[src/rtl/vc_pkg.sv]
// rtl/vc_pkg.sv - shared widths, FIFO entry layout and sender FSM states for the victim-cache write path
package vc_pkg;

  localparam int TAG_W   = 44;
  localparam int IDX_W   = 6;
  localparam int OFF_W   = 6;
  localparam int LINE_W  = 512;
  localparam int ADDR_W  = IDX_W + OFF_W;
  localparam int KEY_W   = TAG_W + IDX_W;
  localparam int ENTRY_W = KEY_W + LINE_W;

  typedef struct packed {
    logic [TAG_W-1:0]  tag;
    logic [IDX_W-1:0]  index;
    logic [LINE_W-1:0] data;
  } evict_entry_t;

  typedef enum logic [1:0] {
    IDLE,
    ARB,
    PUSH
  } evict_state_t;

endpackage

[src/rtl/evict_fifo.sv]
// rtl/evict_fifo.sv - eviction entry FIFO; EVICT_MERGE_EN adds a {tag,index} match vector and in-place data write
module evict_fifo
  import vc_pkg::*;
#(
  parameter int DEPTH = 4,
  localparam int PW = $clog2(DEPTH),
  localparam int CW = $clog2(DEPTH + 1)
) (
  input  logic               clk,
  input  logic               reset,
  input  logic               push,
  input  logic               pop,
  input  logic [ENTRY_W-1:0] wr_entry,
  output logic [ENTRY_W-1:0] head,
  output logic [CW-1:0]      count,
  output logic               full,
  output logic               empty
`ifdef EVICT_MERGE_EN
  ,
  output logic [PW-1:0]      rd_ptr,
  input  logic [KEY_W-1:0]   match_key,
  output logic [DEPTH-1:0]   match_vec,
  input  logic               merge_we,
  input  logic [PW-1:0]      merge_idx,
  input  logic [LINE_W-1:0]  merge_data
`endif
);

  evict_entry_t  mem_q [DEPTH];
  evict_entry_t  mem_d [DEPTH];
  logic [PW-1:0] wr_ptr_q, wr_ptr_d;
  logic [PW-1:0] rd_ptr_q, rd_ptr_d;
  logic [CW-1:0] count_q, count_d;

  always_comb begin
    mem_d    = mem_q;
    wr_ptr_d = wr_ptr_q;
    rd_ptr_d = rd_ptr_q;
    if (push) begin
      mem_d[wr_ptr_q] = evict_entry_t'(wr_entry);
      wr_ptr_d        = wr_ptr_q + 1'b1;
    end
`ifdef EVICT_MERGE_EN
    if (merge_we) mem_d[merge_idx].data = merge_data;
`endif
    if (pop) rd_ptr_d = rd_ptr_q + 1'b1;
    count_d = count_q + CW'(push) - CW'(pop);
  end

  always_ff @(posedge clk or negedge reset) begin
    if (!reset) begin
      wr_ptr_q <= '0;
      rd_ptr_q <= '0;
      count_q  <= '0;
    end else begin
      wr_ptr_q <= wr_ptr_d;
      rd_ptr_q <= rd_ptr_d;
      count_q  <= count_d;
    end
  end

  // Line storage carries no reset; occupancy is tracked by the pointers alone.
  always_ff @(posedge clk) begin
    mem_q <= mem_d;
  end

  assign head  = mem_q[rd_ptr_q];
  assign count = count_q;
  assign full  = (count_q == CW'(DEPTH));
  assign empty = (count_q == '0);

`ifdef EVICT_MERGE_EN
  assign rd_ptr = rd_ptr_q;

  // A slot is live when its distance from the read pointer is below the occupancy.
  for (genvar i = 0; i < DEPTH; i++) begin : g_match
    logic [PW-1:0] offs;
    assign offs         = PW'(i) - rd_ptr_q;
    assign match_vec[i] = (CW'(offs) < count_q) &&
                          ({mem_q[i].tag, mem_q[i].index} == match_key);
  end
`endif

endmodule

[src/rtl/l1_evict_sender.sv]
// rtl/l1_evict_sender.sv - L1 eviction sender: buffers victims, writes them to the victim cache around lookups (EVICT_MERGE_EN merges duplicates)
module l1_evict_sender
  import vc_pkg::*;
#(
  parameter int DEPTH     = 4,
  parameter int MAX_DEFER = 8,
  localparam int CW = $clog2(DEPTH + 1),
  localparam int DW = $clog2(MAX_DEFER + 1)
) (
  input  logic              clk,
  input  logic              reset,
  input  logic              evict_valid,
  output logic              evict_ready,
  input  logic [TAG_W-1:0]  evict_tag,
  input  logic [IDX_W-1:0]  evict_index,
  input  logic [LINE_W-1:0] evict_data,
  input  logic              rd_req,
  output logic              vc_write_en,
  output logic [ADDR_W-1:0] vc_addr,
  output logic [TAG_W-1:0]  vc_tag,
  output logic [LINE_W-1:0] vc_data,
  output logic [CW-1:0]     count,
  output logic              empty
);

  evict_state_t       state_q, state_d;
  logic [DW-1:0]      defer_q, defer_d;
  logic               vc_write_en_q, vc_write_en_d;
  logic [ADDR_W-1:0]  vc_addr_q, vc_addr_d;
  logic [TAG_W-1:0]   vc_tag_q, vc_tag_d;
  logic [LINE_W-1:0]  vc_data_q, vc_data_d;
  logic [ENTRY_W-1:0] head_vec;
  evict_entry_t       head_e;
  logic [LINE_W-1:0]  head_data;
  logic [CW-1:0]      count_next;
  logic               fifo_full, pop, push, fire, merge_hit;

  assign head_e      = evict_entry_t'(head_vec);
  assign pop         = (state_q == PUSH);
  assign evict_ready = reset && (!fifo_full || pop || merge_hit);
  assign fire        = evict_valid && evict_ready;
  assign push        = fire && !merge_hit;
  assign count_next  = count + CW'(push) - CW'(pop);

`ifdef EVICT_MERGE_EN
  localparam int PW = $clog2(DEPTH);
  logic [PW-1:0]    rd_ptr, merge_idx;
  logic [DEPTH-1:0] match_vec, merge_vec;

  // The head leaving this cycle must not absorb a merge, or the new data would vanish with it.
  assign merge_vec = match_vec & ~(pop ? (DEPTH'(1) << rd_ptr) : '0);
  assign merge_hit = |merge_vec;

  always_comb begin
    merge_idx = '0;
    for (int i = DEPTH - 1; i >= 0; i--) begin
      if (merge_vec[i]) merge_idx = PW'(i);
    end
  end

  // A merge into the head on the cycle it is latched for writing forwards the fresh line.
  assign head_data = (fire && merge_hit && (merge_idx == rd_ptr)) ? evict_data : head_e.data;
`else
  assign merge_hit = 1'b0;
  assign head_data = head_e.data;
`endif

  evict_fifo #(.DEPTH(DEPTH)) u_fifo (
    .clk       (clk),
    .reset     (reset),
    .push      (push),
    .pop       (pop),
    .wr_entry  ({evict_tag, evict_index, evict_data}),
    .head      (head_vec),
    .count     (count),
    .full      (fifo_full),
    .empty     (empty)
`ifdef EVICT_MERGE_EN
    ,
    .rd_ptr    (rd_ptr),
    .match_key ({evict_tag, evict_index}),
    .match_vec (match_vec),
    .merge_we  (fire && merge_hit),
    .merge_idx (merge_idx),
    .merge_data(evict_data)
`endif
  );

  always_comb begin
    state_d       = state_q;
    defer_d       = defer_q;
    vc_write_en_d = 1'b0;
    vc_addr_d     = vc_addr_q;
    vc_tag_d      = vc_tag_q;
    vc_data_d     = vc_data_q;
    case (state_q)
      IDLE: begin
        if (count_next != '0) state_d = ARB;
      end
      ARB: begin
        if (!rd_req || (defer_q == DW'(MAX_DEFER))) begin
          state_d       = PUSH;
          vc_write_en_d = 1'b1;
          vc_addr_d     = {head_e.index, {OFF_W{1'b0}}};
          vc_tag_d      = head_e.tag;
          vc_data_d     = head_data;
        end else begin
          defer_d = defer_q + 1'b1;
        end
      end
      PUSH: begin
        defer_d = '0;
        state_d = (count_next != '0) ? ARB : IDLE;
      end
      default: state_d = IDLE;
    endcase
  end

  always_ff @(posedge clk or negedge reset) begin
    if (!reset) begin
      state_q       <= IDLE;
      defer_q       <= '0;
      vc_write_en_q <= 1'b0;
      vc_addr_q     <= '0;
      vc_tag_q      <= '0;
      vc_data_q     <= '0;
    end else begin
      state_q       <= state_d;
      defer_q       <= defer_d;
      vc_write_en_q <= vc_write_en_d;
      vc_addr_q     <= vc_addr_d;
      vc_tag_q      <= vc_tag_d;
      vc_data_q     <= vc_data_d;
    end
  end

  assign vc_write_en = vc_write_en_q;
  assign vc_addr     = vc_addr_q;
  assign vc_tag      = vc_tag_q;
  assign vc_data     = vc_data_q;

endmodule
[config.mk]
export PLATFORM = sky130hd
export DESIGN_NAME = l1_evict_sender
export DESIGN_NICKNAME = d
export VERILOG_FILES = /design/src/rtl/vc_pkg.sv /design/src/rtl/evict_fifo.sv /design/src/rtl/l1_evict_sender.sv
export SDC_FILE = /design/constraint.sdc
export NUM_CORES = 2
export LEC_CHECK = 0
export ABC_CLOCK_PERIOD_IN_PS = 21800
export CAP_MARGIN = 10
export CORE_AREA = 2 2 446 448
export CTS_BUF_LIST = sky130_fd_sc_hd__clkbuf_8
export DETAILED_ROUTE_END_ITERATION = 10
export DIE_AREA = 0 0 448 450
export PLACE_DENSITY = 0.77
export SLEW_MARGIN = 30
export SYNTH_ARGS = -nofsm -noshare
export SYNTH_HDL_FRONTEND = slang
export SYNTH_HIERARCHICAL = 1
export SYNTH_SLANG_ARGS = --single-unit
[constraint.sdc]
create_clock -name clk -period 21.8 [get_ports clk]
set_input_delay 2.18 -clock clk [delete_from_list [all_inputs] [get_ports clk]]
set_output_delay 2.18 -clock clk [all_outputs]
set_load 0.05 [all_outputs]
==> results.md <==
- TritonCTS buffer count: 440
- CTS Buffer Depth: 4
- Setup TNS: 0 ns
- Pwr/cell area: approximately 140 nW/um^2
- Initial antenna violation count: around 110
- GPL Wtd Cong: 0.8037
- Crit path cell chain: buf_8 > a21boi_0 > clkdlybuf4s50_1
- Height of the die: around 450 microns
- Psw: approximately 0.0064 W
- DR vias/cell: around 5.6
- Area growth, synth to finish: 21.64%
- Max IR drop VDD: between 0.09 and 0.1 mV
- Min-delay src: vc_data[459]$_DFFE_PN0P_
- Share of cells above drive strength 1: 25.53%
- DR WL/cell: between 20 and 30 microns
- Status: complete, no violations
- Postcts setup bufs: 0
- Delay-heaviest family, CP: buffers and inverters
- Critical Path End Type: output pin
- Reg power frac: between 40% and 50%
- Final Skew: between 0.1 and 0.15 ns
- Largest net degree at the start of global routing: between 150 and 200
- Die area: 201,600 sq um
- Post-CTS Resized: 0
- Via count: around 50,000
- Sw frac: 35.55%
- Slew @ Worst Pin: ~1.1 ns
- Worst skew pair latency: between 1 and 1.5 ns
- Antenna viol nets, final: 0
- Root Driver: clkbuf_8
- Fin. Hold Viols: 0
- Most frequent cells in the layout: 2,248 x edfxtp_1, 1,132 x clkdlybuf4s50_1, 574 x dfrtp_1
- Normalized max-slew margin: between 20 and 30%
- Peak Freq: roughly 0.16 GHz
- TritonCTS Sinks: roughly 2,800
- Crit Path Class: primary input to output pin
- CP Depth: 3
- Critical Path Source Type: primary input
- DP HPWL: between 100,000 and 150,000 microns
- Routed wire length: between 200,000 and 250,000 microns
- Worst reg2reg path startpoint: state_q[0]$_DFFE_PN0P_
- Netlist cell types: 31
- Area contributors post-synth: edfxtp_1 65%, dfrtp_1 14%, mux4_2 9.2%
- Hold Crit Depth: 1
- Mapped cell area: ~100,000 sq um
- GRT Overall Usage: 23.22%
- H-tree Lvls: 5
- Critical-path maximum fanout: 53
- Fin crit period: between 6 and 7 ns
- Fin area: 125,800 sq um
- Static Leak: 43.60 nW
- Number of max-cap violations: 0
- Worst R2R End: u_fifo/mem_q[661]$_DFFE_PP_
- Combinational share of power: around 37%
- Remaining DRCs: 0
- Die Wd: ~450 microns
- Fin. max-slew vios: 0
- RSZ-0062 raised after global routing: false
- Synth area leader: edfxtp_1
- Iteration-0 DRC Markers: approximately 3,700
- Global-route wire length before repair: roughly 340,000 microns
- Yosys warns: 6
- IO Port Bufs: 1,133
- Critical Path Max Stage Delay: a little over 0.9 ns
- Buf/Inv on CP: 2
- Clk pwr share: roughly 23%
- GRT Residual Overflow: 0
- Hold Path End: vc_data[459]$_DFFE_PN0P_
- CTS Hold Bufs: 0
- Final #Nets: 6,243
- Vias in the first global route: 51,203
- Most common cell after layout, fill and taps aside: edfxtp_1
- Worst path required time: 19.62 ns
- Post-synthesis sequential area ratio: about four fifths
- Worst-path clk slew: 0.06 ns
- R2R Setup Slk: around 17 ns
- CTS tree: yes
- Setup violations, final: 0
- Syn Inst Count: 4,205
- CP arrival: 4.00 ns
- TritonRoute pass-1 iters: 7
- Slowest CP cell: clkdlybuf4s50_1
- I/O pins: 1,140
- Core footprint: around 200,000 sq um
- Register-to-Register Path Depth: 7
- Power Internal: approximately 0.012 W
- DP Area: around 120,000 sq um
- Std cell rows: roughly 160
- Syn Area/Cell: about 25 sq um
- Yosys top cell area share: 65.25%
- Synthesized flop and latch total: between 2,000 and 3,000
- Period utilization: 28.36%
- Initial Utilization: around 53%
- Min-Delay Path Class: register to register
[layer usage]
layer  wire [microns]  track usage [%]  part of all wire [%]  vias up
li1                 -                -                     -    20625
met1            83940            27.58                    36    25620
met2           118600            37.22                    50     1981
met3            19660            7.278                   8.3      568
met4            13480            14.07                   5.7       50
met5              344                0                  0.15        -
[per-stage QoR]
step	setup slack [ns]	utilization, %	total power, W	instances	hold WS (ns)
floorplan	4.384	-	0.01212	4210	0.4433
global placement	14.30	59.63	0.01392	7853	0.4668
detailed placement	14.64	59.66	0.01405	7855	0.4737
CTS	15.61	63.80	0.01812	8661	0.4887
global route	15.54	64.00	0.01867	8736	0.5006
finish	15.62	64.01	0.01797	8742	0.4807
[registers in the layout, indices dropped and copies added, names as in the netlist]
name / flops
vc_write_en: 1
vc_data: 512
defer_q: 4
vc_tag: 44
u_fifo/rd_ptr_q: 2
u_fifo/wr_ptr_q: 2
u_fifo/mem_q: 2248
vc_addr: 6
u_fifo/count: 3
state_q: 2
[worst max path at each step]
stage	start	slack, ns	end
5_1_grt	reset	15.54	evict_ready
2_1_floorplan	reset	4.38	u_fifo/mem_q[1686]$_DFFE_PP_
3_5_place_dp	reset	14.64	u_fifo/mem_q[655]$_DFFE_PP_
6_report	reset	15.62	evict_ready
4_1_cts	reset	15.61	evict_ready
3_3_place_gp	reset	14.30	u_fifo/mem_q[1937]$_DFFE_PP_
[power by group through the flow]
stage / Sequential (W) / Combinational (W) / Clock (W)
2_1_floorplan: 0.00950 / 0.00262 / 0
3_3_place_gp: 0.00740 / 0.00652 / 0
3_5_place_dp: 0.00745 / 0.00660 / 0
4_1_cts: 0.00736 / 0.00662 / 0.00414
5_1_grt: 0.00745 / 0.00683 / 0.00439
6_report: 0.00735 / 0.00657 / 0.00405
[kinds of logic after synthesis]
family          Yosys count  synth area share, %
xor+xnor                  7              0.07257
buf+inv                 207                1.544
fa+ha+maj                12               0.1596
simple gates             21               0.1077
compound gates            5              0.03507
flops                  2824                79.18
other cells               1             0.003625
mux                    1128                18.90
[final cells by class]
class / instances / area (sq um)
Fill cell: 12795 / 70760
Sequential cell: 2824 / 81930
Inverter: 13 / 48.80
Multi-Input combinational cell: 1179 / 19980
Clock buffer: 493 / 6785
Tap cell: 2640 / 3303
Clock inverter: 313 / 1364
Timing Repair Buffer: 1207 / 12260
Antenna cell: 73 / 182.7
[synthesized netlist by cell type]
cell type,instances
nor2b_1,1
xnor2_1,3
a21boi_0,2
mux2i_1,4
nand2_1,7
ha_1,10
buf_2,68
buf_4,49
o21ai_0,2
nor3b_1,1
nand3_1,2
xor2_1,3
clkbuf_1,6
dfrtp_1,576
edfxtp_1,2248
a21boi_2,1
nand3b_1,1
fa_1,2
buf_8,5
nor3_1,2
mux4_1,140
buf_6,66
inv_1,13
mux2_2,493
mux2_1,69
conb_1,1
nand4_1,1
nand2b_1,1
xnor3_1,1
and2_1,5
mux4_2,422
No activity file was read; power rests on OpenSTA's default activity.
